<file path="src/rtl/hdmi_tmng_pkg.sv">
// Shared 720p timing constants, FSM state type and test-pattern colours for the HDMI timing generator.
// The optional colour-bar generator is enabled by defining HDMI_TMNG_GEN_TPG_EN.
package hdmi_tmng_pkg;

  localparam int unsigned H_ACTIVE_720 = 1280;
  localparam int unsigned H_FP_720     = 110;
  localparam int unsigned H_SYNC_720   = 40;
  localparam int unsigned H_BP_720     = 220;
  localparam int unsigned V_ACTIVE_720 = 720;
  localparam int unsigned V_FP_720     = 5;
  localparam int unsigned V_SYNC_720   = 5;
  localparam int unsigned V_BP_720     = 20;

  localparam int unsigned H_TOTAL_720 = H_ACTIVE_720 + H_FP_720 + H_SYNC_720 + H_BP_720;
  localparam int unsigned V_TOTAL_720 = V_ACTIVE_720 + V_FP_720 + V_SYNC_720 + V_BP_720;

  typedef enum logic [1:0] {
    IDLE    = 2'd0,
    PREFILL = 2'd1,
    ACTIVE  = 2'd2
  } tmng_fsm_t;

  // Index 0 is the leftmost bar: white, yellow, cyan, green, magenta, red, blue, black.
  localparam logic [7:0][23:0] BAR_COLORS = {
    24'h000000, 24'h0000FF, 24'hFF0000, 24'hFF00FF,
    24'h00FF00, 24'h00FFFF, 24'hFFFF00, 24'hFFFFFF
  };

endpackage

</file>
<file path="src/rtl/hdmi_hv_cntr.sv">
// Horizontal/vertical raster counters with a load-to-blank input, plus region decode.
// Loading parks the raster at the start of vertical blanking (h=0, v=V_ACTIVE).
module hdmi_hv_cntr
  import hdmi_tmng_pkg::*;
#(
  parameter int unsigned H_ACTIVE = H_ACTIVE_720,
  parameter int unsigned H_FP     = H_FP_720,
  parameter int unsigned H_SYNC   = H_SYNC_720,
  parameter int unsigned H_BP     = H_BP_720,
  parameter int unsigned V_ACTIVE = V_ACTIVE_720,
  parameter int unsigned V_FP     = V_FP_720,
  parameter int unsigned V_SYNC   = V_SYNC_720,
  parameter int unsigned V_BP     = V_BP_720,
  localparam int unsigned H_TOTAL = H_ACTIVE + H_FP + H_SYNC + H_BP,
  localparam int unsigned V_TOTAL = V_ACTIVE + V_FP + V_SYNC + V_BP,
  localparam int unsigned HW      = $clog2(H_TOTAL),
  localparam int unsigned VW      = $clog2(V_TOTAL)
) (
  input  logic          clk,
  input  logic          rst_n,
  input  logic          blank_load,
  output logic [HW-1:0] h_cntr,
  output logic [VW-1:0] v_cntr,
  output logic          act_region,
  output logic          hsync_raw,
  output logic          vsync_raw,
  output logic          frame_wrap
);

  logic h_wrap;
  logic v_wrap;

  assign h_wrap     = (h_cntr == HW'(H_TOTAL - 1));
  assign v_wrap     = (v_cntr == VW'(V_TOTAL - 1));
  assign frame_wrap = h_wrap & v_wrap;

  always_ff @(posedge clk or negedge rst_n) begin
    if (!rst_n) begin
      h_cntr <= '0;
      v_cntr <= '0;
    end else if (blank_load) begin
      h_cntr <= '0;
      v_cntr <= VW'(V_ACTIVE);
    end else if (h_wrap) begin
      h_cntr <= '0;
      v_cntr <= v_wrap ? '0 : v_cntr + VW'(1);
    end else begin
      h_cntr <= h_cntr + HW'(1);
    end
  end

  // Compare in 32 bits so region bounds equal to a power of two cannot truncate.
  always_comb begin
    act_region = (32'(h_cntr) < H_ACTIVE) && (32'(v_cntr) < V_ACTIVE);
    hsync_raw  = (32'(h_cntr) >= H_ACTIVE + H_FP) && (32'(h_cntr) < H_ACTIVE + H_FP + H_SYNC);
    vsync_raw  = (32'(v_cntr) >= V_ACTIVE + V_FP) && (32'(v_cntr) < V_ACTIVE + V_FP + V_SYNC);
  end

endmodule

</file>
<file path="src/rtl/hdmi_tmng_gen.sv">
// Video timing generator feeding the ADV7513 from a FWFT line-buffer FIFO, one pop per active pixel.
// Define HDMI_TMNG_GEN_TPG_EN to add the tpg_en input and the colour-bar test pattern.
module hdmi_tmng_gen
  import hdmi_tmng_pkg::*;
#(
  parameter int unsigned H_ACTIVE       = H_ACTIVE_720,
  parameter int unsigned H_FP           = H_FP_720,
  parameter int unsigned H_SYNC         = H_SYNC_720,
  parameter int unsigned H_BP           = H_BP_720,
  parameter int unsigned V_ACTIVE       = V_ACTIVE_720,
  parameter int unsigned V_FP           = V_FP_720,
  parameter int unsigned V_SYNC         = V_SYNC_720,
  parameter int unsigned V_BP           = V_BP_720,
  parameter bit          HSYNC_POL      = 1'b1,
  parameter bit          VSYNC_POL      = 1'b1,
  parameter int unsigned PREFILL_CYCLES = 64,
  parameter logic [23:0] UNDRFLW_COLOR  = 24'hFF0000
) (
  input  logic        clk,
  input  logic        rst_n,
  input  logic        tmng_en,
`ifdef HDMI_TMNG_GEN_TPG_EN
  input  logic        tpg_en,
`endif
  input  logic        ff_empty,
  input  logic [23:0] ff_rdata,
  output logic        ff_rd_en,
  output logic        vid_hsync,
  output logic        vid_vsync,
  output logic        vid_de,
  output logic [23:0] vid_data,
  output logic        frame_start,
  output logic        undrflw,
  output logic [15:0] undrflw_cnt,
  output logic        tmng_active
);

  localparam int unsigned H_TOTAL = H_ACTIVE + H_FP + H_SYNC + H_BP;
  localparam int unsigned V_TOTAL = V_ACTIVE + V_FP + V_SYNC + V_BP;
  localparam int unsigned HW      = $clog2(H_TOTAL);
  localparam int unsigned VW      = $clog2(V_TOTAL);
  localparam int unsigned PW      = $clog2(PREFILL_CYCLES + 1);

  tmng_fsm_t     state_q, state_d;
  logic [PW-1:0] prefill_cntr_q, prefill_cntr_d;
  logic [HW-1:0] h_cntr;
  logic [VW-1:0] v_cntr;
  logic          act_region, hsync_raw, vsync_raw, frame_wrap;
  logic          blank_load, prefill_done, pix_act, pix_undrflw, tpg_on;
  logic [23:0]   pix_data;

  logic          hsync_q, vsync_q, de_q, frame_start_q, undrflw_q;
  logic [23:0]   data_q;
  logic [15:0]   undrflw_cnt_q;

  // Disabling, or sitting in IDLE, parks the raster and clears the underflow record.
  assign blank_load   = ~tmng_en | (state_q == IDLE);
  assign pix_act      = tmng_en & (state_q == ACTIVE) & act_region;
  assign prefill_done = (prefill_cntr_q >= PW'(PREFILL_CYCLES));

  hdmi_hv_cntr #(
    .H_ACTIVE (H_ACTIVE),
    .H_FP     (H_FP),
    .H_SYNC   (H_SYNC),
    .H_BP     (H_BP),
    .V_ACTIVE (V_ACTIVE),
    .V_FP     (V_FP),
    .V_SYNC   (V_SYNC),
    .V_BP     (V_BP)
  ) u_hv_cntr (
    .clk        (clk),
    .rst_n      (rst_n),
    .blank_load (blank_load),
    .h_cntr     (h_cntr),
    .v_cntr     (v_cntr),
    .act_region (act_region),
    .hsync_raw  (hsync_raw),
    .vsync_raw  (vsync_raw),
    .frame_wrap (frame_wrap)
  );

`ifdef HDMI_TMNG_GEN_TPG_EN
  logic [2:0] bar_idx;

  assign tpg_on  = tpg_en;
  assign bar_idx = 3'((32'(h_cntr) << 3) / H_ACTIVE);

  always_comb begin
    pix_data = ff_empty ? UNDRFLW_COLOR : ff_rdata;
    if (tpg_en) begin
      pix_data = BAR_COLORS[bar_idx];
    end
  end
`else
  assign tpg_on   = 1'b0;
  assign pix_data = ff_empty ? UNDRFLW_COLOR : ff_rdata;
`endif

  // Pixels keep DE even when the FIFO runs dry so the sink never sees a broken raster.
  assign ff_rd_en    = pix_act & ~ff_empty & ~tpg_on;
  assign pix_undrflw = pix_act & ff_empty & ~tpg_on;

  always_comb begin
    state_d = state_q;
    if (!tmng_en) begin
      state_d = IDLE;
    end else begin
      unique case (state_q)
        IDLE:    state_d = PREFILL;
        PREFILL: begin
          if (frame_wrap && (prefill_done || tpg_on)) begin
            state_d = ACTIVE;
          end
        end
        ACTIVE:  state_d = ACTIVE;
        default: state_d = IDLE;
      endcase
    end
  end

  // Counts consecutive non-empty cycles, saturating once the prefill target is met.
  always_comb begin
    prefill_cntr_d = '0;
    if (tmng_en && (state_q == PREFILL) && !ff_empty) begin
      prefill_cntr_d = prefill_done ? prefill_cntr_q : prefill_cntr_q + PW'(1);
    end
  end

  always_ff @(posedge clk or negedge rst_n) begin
    if (!rst_n) begin
      state_q        <= IDLE;
      prefill_cntr_q <= '0;
      hsync_q        <= ~HSYNC_POL;
      vsync_q        <= ~VSYNC_POL;
      de_q           <= 1'b0;
      data_q         <= '0;
      frame_start_q  <= 1'b0;
      undrflw_q      <= 1'b0;
      undrflw_cnt_q  <= '0;
    end else begin
      state_q        <= state_d;
      prefill_cntr_q <= prefill_cntr_d;
      hsync_q        <= (~blank_load & hsync_raw) ? HSYNC_POL : ~HSYNC_POL;
      vsync_q        <= (~blank_load & vsync_raw) ? VSYNC_POL : ~VSYNC_POL;
      de_q           <= pix_act;
      data_q         <= pix_act ? pix_data : '0;
      frame_start_q  <= pix_act & (h_cntr == '0) & (v_cntr == '0);
      if (blank_load) begin
        undrflw_q     <= 1'b0;
        undrflw_cnt_q <= '0;
      end else if (pix_undrflw) begin
        undrflw_q <= 1'b1;
        if (undrflw_cnt_q != 16'hFFFF) begin
          undrflw_cnt_q <= undrflw_cnt_q + 16'd1;
        end
      end
    end
  end

  assign vid_hsync   = hsync_q;
  assign vid_vsync   = vsync_q;
  assign vid_de      = de_q;
  assign vid_data    = data_q;
  assign frame_start = frame_start_q;
  assign undrflw     = undrflw_q;
  assign undrflw_cnt = undrflw_cnt_q;
  assign tmng_active = (state_q == ACTIVE);

endmodule

</file>
<file path="config.mk">
export PLATFORM = sky130hd
export DESIGN_NAME = hdmi_tmng_gen
export DESIGN_NICKNAME = d
export VERILOG_FILES = /design/src/rtl/hdmi_tmng_pkg.sv /design/src/rtl/hdmi_hv_cntr.sv /design/src/rtl/hdmi_tmng_gen.sv
export SDC_FILE = /design/constraint.sdc
export NUM_CORES = 1
export LEC_CHECK = 0
export ABC_CLOCK_PERIOD_IN_PS = 5000
export BUFFER_PORTS_ARGS = -buffer_cell sky130_fd_sc_hd__buf_4
export CORE_ASPECT_RATIO = 0.5
export CORE_UTILIZATION = 45
export CTS_BUF_LIST = sky130_fd_sc_hd__clkbuf_8 sky130_fd_sc_hd__clkbuf_16
export DETAILED_ROUTE_END_ITERATION = 8
export PLACE_DENSITY = 0.65
export REMOVE_ABC_BUFFERS = 1
export SYNTH_ARGS = -nofsm -noshare
export SYNTH_HDL_FRONTEND = slang
export SYNTH_SLANG_ARGS = --single-unit
</file>
<file path="constraint.sdc">
create_clock -name clk -period 5 [get_ports clk]
set_input_delay 0.25 -clock clk [delete_from_list [all_inputs] [get_ports clk]]
set_output_delay 0.25 -clock clk [all_outputs]
set_load 0.005 [all_outputs]
</file>
* Yosys cells after proc, flatten, opt, wreduce, memory -nomap -nowiden
Index checks and enable logic that the tools add are counted.
** Storage, ports and cells
- ROM bits :: 0
- Latch bits :: 0
- Register bits :: 75
- Output and inout bits :: 47
- Input bits :: 28
- RAM bits :: 0
- Memories :: 0
** Cells by class
- Bitwise operators :: 13
- Shifts and indexed selects :: 0
- Muxes and demuxes :: 19
- $lt $le $gt $ge :: 7
- Div/mod/pow operators :: 0
- Multiply operators :: 0
- Equality and inequality tests :: 7
- Add/sub/neg operators :: 4
- Reductions and logical operators :: 14
** Operator list (count)
- two-way mux 16 bit :: 3
- two-way mux 24 bit :: 2
- two-way mux 10 bit :: 3
- less-than comparator 11 bit, second input constant :: 2
- two-way mux 11 bit :: 2
- less-than comparator 10 bit, second input constant :: 2
- adder 16 x 1 -> 16 bit, second input constant :: 1
- inequality test 16 bit, second input constant :: 1
- two-way mux 7 bit :: 2
- adder 11 x 1 -> 11 bit, second input constant :: 1
- == test 11 bit, second input constant :: 1
- greater-or-equal comparator 11 bit, second input constant :: 1
- zero test 11 bit :: 1
- adder 10 x 1 -> 10 bit, second input constant :: 1
- == test 10 bit, second input constant :: 1
- greater-or-equal comparator 10 bit, second input constant :: 1
- zero test 10 bit :: 1
- bitwise AND 1 bit :: 9
- adder 7 x 1 -> 7 bit, second input constant :: 1
- greater-or-equal comparator 7 bit, second input constant :: 1
- logical AND 1 bit :: 6
- case mux 2 bit (3 select lines) :: 1
- nonzero test 2 bit :: 3
- two-way mux 1 bit :: 4
- other kinds (10) :: 13

* Longest topological paths before layout
Gate-level depths: netlist of run 1.
- Depth in word-level cells :: 6
- Depth in mapped cells :: 8
- Mapped depth without buffers :: 8

* Hierarchy
Synthesis of run 1 repeated with hierarchy kept, for this count alone.
** Unflattened totals
- Cell total of the unflattened synthesis :: 370
- Area total of the unflattened synthesis :: 3663.5 um^2
** Modules (own cells, without submodules)
- hdmi_tmng_gen :: instances 1, cells an instance 224, seq. area each 1351.3 um^2, area each 2372.3 um^2
- hdmi_hv_cntr :: instances 1, cells an instance 146, seq. area each 525.5 um^2, area each 1291.2 um^2

* Least setup slack after synthesis of run 1
Ideal clock, no wire load.
- Kind :: register to register
- From :: reg state_q[0]
- To :: reg undrflw_cnt_q[13], in the netlist undrflw_cnt[13]
- Path buffers :: 0
- Data arrival time :: 1.918 ns
- Clock period less this slack :: 2.039 ns
- Setup time :: 0.120 ns
- Setup slack :: 2.961 ns
- Cell stages (with the launch flop) :: 8
- Cell sequence :: dfrtp_1 inv_1 ha_1 and2_1 o2111ai_1 nor4_1 a31oi_1 a41o_1
** Between the ends
- Cells in the longest elaborated chain, start to end :: 6
** Ends and longest elaborated chain
- start, declared :: RTL line hdmi_tmng_gen.sv:44 : tmng_fsm_t state_q, state_d;
- start signal, assigned :: RTL line hdmi_tmng_gen.sv:141 : state_q <= state_d;
- == test 2 bit
- via tmng_active :: RTL line hdmi_tmng_gen.sv:35 : output logic tmng_active
- bitwise AND 1 bit (2 in series) :: RTL line hdmi_tmng_gen.sv:58 : assign pix_act = tmng_en & (state_q == ACTIVE) & act_region;
- bitwise AND 1 bit :: RTL line hdmi_tmng_gen.sv:101 : assign pix_undrflw = pix_act & ff_empty & ~tpg_on;
- nonzero test 2 bit (no source line)
- AND reduction 2 bit (no source line)
- end signal, assigned :: RTL line hdmi_tmng_gen.sv:154 : undrflw_cnt_q <= undrflw_cnt_q + 16'd1;
- end, declared :: RTL line hdmi_tmng_gen.sv:54 : logic [15:0] undrflw_cnt_q;
The timed path passes the listed nets, and every way through them passes these cells.
A chain may end at the register's enable or synchronous reset.

* Worst setup path after layout of run 1
- From :: reg state_q[0]
- To :: out ff_rd_en
** Between the ends
- Cells in the longest elaborated chain, start to end :: 4
** Ends and longest elaborated chain
- == test 2 bit :: RTL line hdmi_tmng_gen.sv:58
- bitwise AND 1 bit (2 in series) :: RTL line hdmi_tmng_gen.sv:58
- bitwise AND 1 bit :: RTL line hdmi_tmng_gen.sv:100 : assign ff_rd_en = pix_act & ~ff_empty & ~tpg_on;
- end, declared :: RTL line hdmi_tmng_gen.sv:27 : output logic ff_rd_en,
No other way between the ends.

==> flow_summary.toml, run 1 <==
[run_status]
status = "finished clean"

[place]
detailed_place_hpwl_um = 5570
io_buffers = 74
place.gp.congestion = 0.910
pre_cts_ws_ns = 2.10
place_area_sq_um = 4250

[drt]
wl_per_cell_um = 14.5
first_pass_iters = 5
drtIter0Drc = 114
finalWirelength_um = 8000
route.detailed.drc = 0
vias = 2909
drtAntennaViolNets = 0
via_per_inst = 5.27

[synth]
synth-edff-count = 0
ys_async_sr_fraction = 1.00
synth_seq_area_share = 0.523
syn_area_sq_um = 3590
yosys_warnings = 0
synth_cell_types = 41
syn_avg_cell_area_sq_um = 9.86
ys_ff_latch = 75
synthCells = 364
synthFlopType = "dfrtp_1"

[cts]
cts_setup_buffers = 0
htree_num_levels = 3
clock-sinks = 75
clockBufferDepth = 2
cts_root_buf = "clkbuf_16"
clock_latency_ns = 0.33
clkTransAtPathRegs_ns = 0.05
cts.repair.resized = 0
ctsHoldBuffers = 0
cts_buffers = 9
cts_tree = "built"

[sta]
worstMarginPinSlew_ns = 1.09
min_period_ns = 2.96
hold_viol = 0
clock.fmax_mhz = 338
finalSetupViolCount = 0
drv_slew = 0
timing.final.crit_share = 0.593
finClkSkew_ns = 0.00484
finalSetupTns_ns = 0
rsz0062_at_grt = "no"
setup_slack_ns = 2.04
slew_headroom = 0.270

[setup_path]
critPathBufInv = 2
path_cells = "inv_1 -> ha_1 -> and2_1 -> o2111ai_1 -> nor2_1 -> buf_4"
r2r_slack_ns = 2.11
critical_path_class = "flip-flop to primary output"
worstSetupEndpointType = "primary output"
crit_family = "simple AND/OR/NAND/NOR gates"
reg2reg_to = "undrflw_cnt[13]"
crit_fanout = 17
r2r-start = "state_q[0]"
worst_setup_path_start_kind = "flip-flop"
cp_data_required_time_ns = 4.75
r2r_cells = 7
worstPathArrival_ns = 2.71
max_stage_delay_ns = 0.81
slowest_stage = "nor2_1"

[hold_path]
hold_class = "input port to asynchronous set/reset pin"

[grt]
antenna_found_initial = 0
first_global_vias = 2836
grt_pass1_wl_um = 13400
grt_overflow = 0
grt_max_degree = 76
track_usage = 0.209

[floorplan]
core_sq_um = 7510
chipHeight_um = 65.2
std_cell_rows = 22
initial_core_util = 0.478
die-area_sq_um = 8360
ios = 75
die_w_um = 128

[finish]
n_antenna_cell = 0
n_fill_cell = 659
syn2layout_area_growth_pct = 27.8
layout.cells.most_common = "buf_4"
drive_gt1_frac = 0.214
stdcell_area_sq_um = 4590
layout_common_cells = "buf_4 (77), dfrtp_1 (75), nor2_1 (51)"
nets = 481

[pwr]
irDropWorstVdd_mv = 0.180
p_leak_nw = 2.19
power_density_nw_per_um2 = 334

[run]
drv_cap = 0
per-layer routing:
metal	part of all wire	track usage	vias to the layer above
met5	0	0	-
met4	0.0060	0.0750	0
met3	0.041	0.0562	4
met2	0.49	0.334	70
met1	0.46	0.275	1434
li1	-	-	1401
cell type report:
cell class / count / area, sq um / area share
well taps: 108 / 135 / 0.0295
repair buffers: 77 / 578 / 0.126
flip-flops and latches: 75 / 1880 / 0.409
inverters: 12 / 45.0 / 0.00982
clock inverters: 6 / 104 / 0.0226
multi-input cells: 264 / 1610 / 0.351
clock buffers: 10 / 239 / 0.0521
flip-flops by register name, indices dropped and copies added, names as in the netlist:
name,count
frame_start,1
undrflw_cnt,16
vid_data,24
u_hv_cntr.v_cntr,10
undrflw,1
vid_hsync,1
state_q,2
u_hv_cntr.h_cntr,11
prefill_cntr_q,7
vid_de,1
vid_vsync,1
power by group:
group | total, W | internal, W | switching [W]
combinational | 0.000169 | 0.0000613 | 0.000108
clock | 0.000729 | 0.000497 | 0.000232
sequential | 0.000633 | 0.000621 | 0.0000125
cell families (layout without fill, tap and decap cells):
logic type | Yosys count | in the layout | synth area share
AOI/OAI and AO/OA | 42 | 42 | 0.0725
xor gates and xnor gates | 19 | 19 | 0.0464
adders and majority gates | 14 | 14 | 0.0488
buffers and inverters | 25 | 105 | 0.0286
DFF | 75 | 75 | 0.523
muxes | 7 | 7 | 0.0195
and+or+nand+nor | 182 | 182 | 0.261
stage by stage:
| step | instances | hold WS [ns] | power (W) | utilization |
|---|---|---|---|---|
| after global routing | 552 | 0.118 | 0.00160 | 0.611 |
| after floorplan | 351 | -0.0456 | 0.000733 | - |
| after detailed placement | 536 | 0.452 | 0.000817 | 0.565 |
| after global placement | 536 | 0.436 | 0.000806 | 0.565 |
| final | 552 | 0.0438 | 0.00153 | 0.611 |
| after CTS | 552 | 0.0989 | 0.00156 | 0.611 |
synth_stat cells (2+ instances only):
cell type | count | area share
a21oi_1 | 15 | 0.021
and4_1 | 2 | 0.0049
nor2b_1 | 3 | 0.0052
o21ai_0 | 10 | 0.014
clkbuf_1 | 11 | 0.012
xnor2_1 | 6 | 0.015
and3_1 | 5 | 0.0087
a31oi_1 | 5 | 0.0087
o211ai_1 | 2 | 0.0042
o211a_1 | 3 | 0.0084
nand3b_1 | 2 | 0.0042
ha_1 | 14 | 0.049
xor2_1 | 13 | 0.032
nor3_1 | 9 | 0.013
and2_1 | 20 | 0.035
nand2_1 | 32 | 0.033
or3_1 | 6 | 0.010
mux2i_1 | 7 | 0.020
inv_1 | 11 | 0.012
o311ai_0 | 2 | 0.0049
nor4_1 | 6 | 0.010
nand4b_1 | 3 | 0.0073
nand4_1 | 17 | 0.030
nand2b_1 | 6 | 0.010
nand3_1 | 12 | 0.017
dfrtp_1 | 75 | 0.52
or4_1 | 3 | 0.0063
nor2_1 | 51 | 0.053
how the worst max path moves through the flow:
stage / from / endpoint / slack (ns) / depth (start not counted)
floorplan: state_q[0] / undrflw_cnt[13] / 2.70 / 7
global placement: state_q[0] / undrflw_cnt[13] / 2.26 / 7
detailed placement: state_q[0] / undrflw_cnt[13] / 2.10 / 7
CTS: state_q[0] / ff_rd_en / 1.93 / 6
global route: state_q[0] / ff_rd_en / 1.67 / 6
finish: state_q[0] / ff_rd_en / 2.04 / 6
Note: power is estimated with default switching activity, not from simulation.
==> run 2: changes to the inputs <==
--- a/config.mk
+++ b/config.mk
@@ -5,13 +5,13 @@
 export SDC_FILE = /design/constraint.sdc
 export NUM_CORES = 1
 export LEC_CHECK = 0
-export ABC_CLOCK_PERIOD_IN_PS = 5000
+export ABC_CLOCK_PERIOD_IN_PS = 2700
 export BUFFER_PORTS_ARGS = -buffer_cell sky130_fd_sc_hd__buf_4
 export CORE_ASPECT_RATIO = 0.5
 export CORE_UTILIZATION = 45
 export CTS_BUF_LIST = sky130_fd_sc_hd__clkbuf_8 sky130_fd_sc_hd__clkbuf_16
 export DETAILED_ROUTE_END_ITERATION = 8
-export PLACE_DENSITY = 0.65
+export PLACE_DENSITY = 0.67
 export REMOVE_ABC_BUFFERS = 1
 export SYNTH_ARGS = -nofsm -noshare
 export SYNTH_HDL_FRONTEND = slang
==> constraint.sdc (replaced) <==
create_clock -name clk -period 2.7 [get_ports clk]
set_input_delay 0.135 -clock clk [delete_from_list [all_inputs] [get_ports clk]]
set_output_delay 0.135 -clock clk [all_outputs]
set_load 0.005 [all_outputs]
==> flow_summary.toml, run 2 (synthesis gave the netlist of run 1 again) <==
[floorplan]
core_sq_um = 7510
chipHeight_um = 65.2
ios = 75
std_cell_rows = 22
die_w_um = 128
die-area_sq_um = 8360
initial_core_util = 0.478

[setup_path]
critical_path_class = "flip-flop to flip-flop"
worstPathArrival_ns = 2.46
worst_setup_path_start_kind = "flip-flop"
reg2reg_to = "undrflw_cnt[5]"
r2r_cells = 6
cp-endpoint = "undrflw_cnt[5]"
r2r_slack_ns = 0.50
cp_data_required_time_ns = 2.96
worstSetupPathDepth = 6
crit_family = "compound AO/OA/AOI/OAI gates"
crit_fanout = 9
path_cells = "o21ai_0 -> o2111ai_1 -> clkinv_1 -> nand3_2 -> or4_1 -> a21oi_1"
r2r-start = "u_hv_cntr.h_cntr[9]"
slowest_stage = "or4_1"
critPathBufInv = 1
worstSetupEndpointType = "flip-flop"
max_stage_delay_ns = 0.51
critPathLaunch = "u_hv_cntr.h_cntr[9]"

[grt]
first_global_vias = 2871
track_usage = 0.215
antenna_found_initial = 0
grt_max_degree = 76
grt_pass1_wl_um = 13700
grt_overflow = 0

[place]
detailed_place_hpwl_um = 5610
io_buffers = 74
place.gp.congestion = 0.828
pre_cts_ws_ns = 0.552

[cts]
cts_buffers = 9
clock-sinks = 75
htree_num_levels = 3
cts_root_buf = "clkbuf_16"
clock_latency_ns = 0.33
cts.repair.resized = 0
clkTransAtPathRegs_ns = 0.06
cts_tree = "built"
clockBufferDepth = 2

[sta]
hold_viol = 0
finalSetupTns_ns = 0
slew_headroom = 0.374
min_period_ns = 2.20
finClkSkew_ns = 0.00448
drv_slew = 0
setup_slack_ns = 0.500
timing.final.crit_share = 0.815
worstMarginPinSlew_ns = 0.939
finalSetupViolCount = 0
rsz0062_at_grt = "no"
clock.fmax_mhz = 454

[finish]
layout_common_cells = "buf_4 (81), dfrtp_1 (75), nor2_1 (51)"
drive_gt1_frac = 0.218
largest_reg_flops = 24
layout.cells.most_common = "buf_4"
syn2layout_area_growth_pct = 28.8
n_antenna_cell = 0
nets = 488

[run_status]
status = "finished clean"

[hold_path]
hold_class = "input port to flip-flop"

[pwr]
power_density_nw_per_um2 = 596
irDropWorstVdd_mv = 0.358
p_leak_nw = 2.20

[drt]
drtAntennaViolNets = 0
vias = 2990
finalWirelength_um = 8230
route.detailed.drc = 0
first_pass_iters = 4
drtIter0Drc = 128
via_per_inst = 5.36
wl_per_cell_um = 14.7

[run]
drv_cap = 0
[run 2: changes by cell type in the layout (fill, tap and decap cells not counted)]
cell,change
dlygate4sd3_1,+3
clkinv_2,-2
clkinvlp_4,+2
bufinv_16,-1
buf_4,+4
[run 2: cell type report]
cell class	count	area, sq um
Clock buffer	10	239
Inverter	12	45.0
Fill cell	635	2890
Timing Repair Buffer	84	638
Sequential cell	75	1880
Tap cell	108	135
Multi-Input combinational cell	264	1610
Clock inverter	5	78.8
[run 2: worst min path at each step]
stage | slack [ns] | from | cells past startpoint | endpoint
after global routing | 0.004 | ff_rdata[6] | 2 | vid_data[6]
final | 0.01 | ff_rdata[6] | 2 | vid_data[6]
after floorplan | -0.16 | rst_n | 0 | frame_start
after global placement | 0.33 | rst_n | 1 | prefill_cntr_q[4]
after detailed placement | 0.34 | rst_n | 1 | prefill_cntr_q[4]
after CTS | 0.00003 | ff_rdata[4] | 2 | vid_data[4]
[run 2: layer usage]
layer | vias up | wire (um) | global-route usage
li1 | 1418 | - | -
met1 | 1479 | 3780 | 0.282
met2 | 82 | 3890 | 0.346
met3 | 11 | 429 | 0.0554
met4 | 0 | 129 | 0.0779
met5 | - | 0 | 0
[run 2: power breakdown]
part,internal [W],switching [W]
clock network,0.000825,0.000441
logic,0.000117,0.000201
registers,0.00115,0.0000224
total,0.00209,0.000665
[run 2: through the flow]
step	hold slack, ns	cells	area, sq um	power [W]	util
floorplan	-0.161	351	3530	0.00136	-
global placement	0.327	540	4280	0.00149	0.569
detailed placement	0.344	540	4280	0.00151	0.569
CTS	0.0000275	557	4610	0.00279	0.614
global route	0.00450	558	4620	0.00288	0.615
finish	0.0103	558	4620	0.00276	0.615
[run 2: timing repair]
action,4_1_cts,5_1_grt
endpoints found under the setup margin,0,0
setup buffers,0,0
hold buffers,2,1
endpoints found under the hold margin,76,1
[run 2: worst reg2reg max path: stages (launching register included)]
cell	delay, ns
dfrtp_1	0.45
o21ai_0	0.33
o2111ai_1	0.24
clkinv_1	0.23
nand3_2	0.21
or4_1	0.51
a21oi_1	0.15
==> run 3: changes to the inputs <==
--- a/config.mk
+++ b/config.mk
@@ -5,13 +5,13 @@
 export SDC_FILE = /design/constraint.sdc
 export NUM_CORES = 1
 export LEC_CHECK = 0
-export ABC_CLOCK_PERIOD_IN_PS = 2700
+export ABC_CLOCK_PERIOD_IN_PS = 2250
 export BUFFER_PORTS_ARGS = -buffer_cell sky130_fd_sc_hd__buf_4
 export CORE_ASPECT_RATIO = 0.5
 export CORE_UTILIZATION = 45
 export CTS_BUF_LIST = sky130_fd_sc_hd__clkbuf_8 sky130_fd_sc_hd__clkbuf_16
 export DETAILED_ROUTE_END_ITERATION = 8
-export PLACE_DENSITY = 0.67
+export PLACE_DENSITY = 0.65
 export REMOVE_ABC_BUFFERS = 1
 export SYNTH_ARGS = -nofsm -noshare
 export SYNTH_HDL_FRONTEND = slang
==> constraint.sdc (replaced) <==
create_clock -name clk -period 2.25 [get_ports clk]
set_input_delay 0.1125 -clock clk [delete_from_list [all_inputs] [get_ports clk]]
set_output_delay 0.1125 -clock clk [all_outputs]
set_load 0.005 [all_outputs]
==> flow_summary.toml, run 3 (synthesis gave the netlist of run 1 again) <==
[cts]
cts_tree = "built"
clkTransAtPathRegs_ns = 0.06
cts_setup_buffers = 0
cts_buffers = 9
clock_latency_ns = 0.34
clock-sinks = 75
htree_num_levels = 3
cts_root_buf = "clkbuf_16"
clockBufferDepth = 2

[place]
place_inst = 545
detailed_place_hpwl_um = 5800
place.gp.congestion = 0.856
io_buffers = 74
place_area_sq_um = 4310

[sta]
clock.fmax_mhz = 457
timing.final.crit_share = 0.973
rsz0062_at_grt = "no"
finClkSkew_ns = 0.00579
hold_viol = 0
min_period_ns = 2.19
worstMarginPinSlew_ns = 0.937
drv_slew = 0
slew_headroom = 0.376
finalSetupTns_ns = 0
finalSetupViolCount = 0

[setup_path]
r2r_slack_ns = 0.06
r2r-start = "u_hv_cntr.h_cntr[8]"
cp-endpoint = "u_hv_cntr.v_cntr[0]"
worstPathArrival_ns = 2.45
reg2reg_to = "u_hv_cntr.v_cntr[0]"
critical_path_class = "flip-flop to flip-flop"
worstSetupEndpointType = "flip-flop"
worst_setup_path_start_kind = "flip-flop"
r2r_cells = 4
critPathLaunch = "u_hv_cntr.h_cntr[8]"
cp_data_required_time_ns = 2.51
crit_fanout = 11

[drt]
drtAntennaViolNets = 0
first_pass_iters = 4
finalWirelength_um = 8700
route.detailed.drc = 0
vias = 3093
wl_per_cell_um = 14.9
via_per_inst = 5.30
drtIter0Drc = 159

[finish]
layout.cells.most_common = "buf_4"
largest_reg_flops = 24
drive_gt1_frac = 0.225
stdcell_area_sq_um = 4920
n_fill_cell = 620
n_antenna_cell = 0
nets = 513
layout_common_cells = "buf_4 (86), dfrtp_1 (75), nor2_1 (50)"
instances_no_fill = 584
syn2layout_area_growth_pct = 37.0
utilization = 0.655

[floorplan]
die_w_um = 128
ios = 75
core_sq_um = 7510
std_cell_rows = 22
die-area_sq_um = 8360
chipHeight_um = 65.2
initial_core_util = 0.478

[pwr]
switching_share = 0.243
p_clk_frac = 0.472
power.total_w = 0.00351
power_density_nw_per_um2 = 714
pwr-share-seq = 0.402
p_leak_nw = 2.32
p_comb_frac = 0.126
switchingPower_w = 0.000852
intPower_w = 0.00266
irDropWorstVdd_mv = 0.455

[run_status]
status = "finished clean"

[grt]
grt_overflow = 0
track_usage = 0.223
antenna_found_initial = 0
first_global_vias = 3023
grt_pass1_wl_um = 14200
grt_max_degree = 76

[run]
drv_cap = 0

[hold_path]
hold_class = "input port to flip-flop"
[run 3: cell count changes in the layout (fill, tap and decap cells not counted)]
cell	before	now
dlygate4sd3_1	3	23
buf_4	81	86
bufinv_16	2	3
clkinvlp_4	2	1
inv_2	0	1
nor2_1	51	50
nor2_4	0	1
nor4_1	6	5
nor4_2	0	1
o2111ai_1	1	0
o2111ai_4	0	1
[run 3: critical path, stage by stage (launching register included)]
cell and delay, ns:
dfrtp_1 0.43, or4_4 0.58, or3_1 0.55, or3_1 0.40, a21oi_1 0.16
[run 3: worst min path at each step]
stage | start | to | cells after the start
2_1_floorplan | rst_n | frame_start | 0
3_3_place_gp | rst_n | u_hv_cntr.h_cntr[6] | 1
3_5_place_dp | rst_n | u_hv_cntr.h_cntr[5] | 1
4_1_cts | ff_rdata[20] | vid_data[20] | 3
5_1_grt | ff_rdata[20] | vid_data[20] | 3
6_report | ff_rdata[20] | vid_data[20] | 3
[run 3: power groups by stage]
stage,clock [W],combinational (W),sequential [W]
3_3_place_gp,0,0.000382,0.00143
5_1_grt,0.00174,0.000497,0.00141
6_report,0.00166,0.000441,0.00141
3_5_place_dp,0,0.000403,0.00143
4_1_cts,0.00168,0.000440,0.00141
2_1_floorplan,0,0.000206,0.00142
[run 3: stage by stage]
step | setup WS [ns] | hold WS, ns
after floorplan | -0.0497 | -0.183
after global routing | 0.00344 | 0.0282
after global placement | 0.154 | 0.300
after CTS | 0.00857 | 0.00100
final | 0.0608 | 0.00418
after detailed placement | 0.0700 | 0.323
[run 3: final cells by class]
| type | count | area [sq um] | area share |
|---|---|---|---|
| tap | 108 | 135 | 0.0275 |
| inverter | 12 | 45.0 | 0.00916 |
| clock buffer | 10 | 239 | 0.0486 |
| multi-input combinational | 264 | 1640 | 0.334 |
| timing repair buffer | 109 | 876 | 0.178 |
| sequential | 75 | 1880 | 0.382 |
| clock inverter | 6 | 105 | 0.0214 |
[run 3: repair_timing]
item	in CTS	in global routing
hold endpoints to repair	97	0
hold buffers	23	0
setup endpoints to repair	1	9
resized for setup	2	4
[run 3: layer usage]
layer,vias up,global-route usage,share of wire
met5,-,0,0
met4,0,0.0824,0.0091
met3,12,0.0562,0.045
met2,88,0.361,0.47
met1,1519,0.292,0.48
li1,1474,-,-
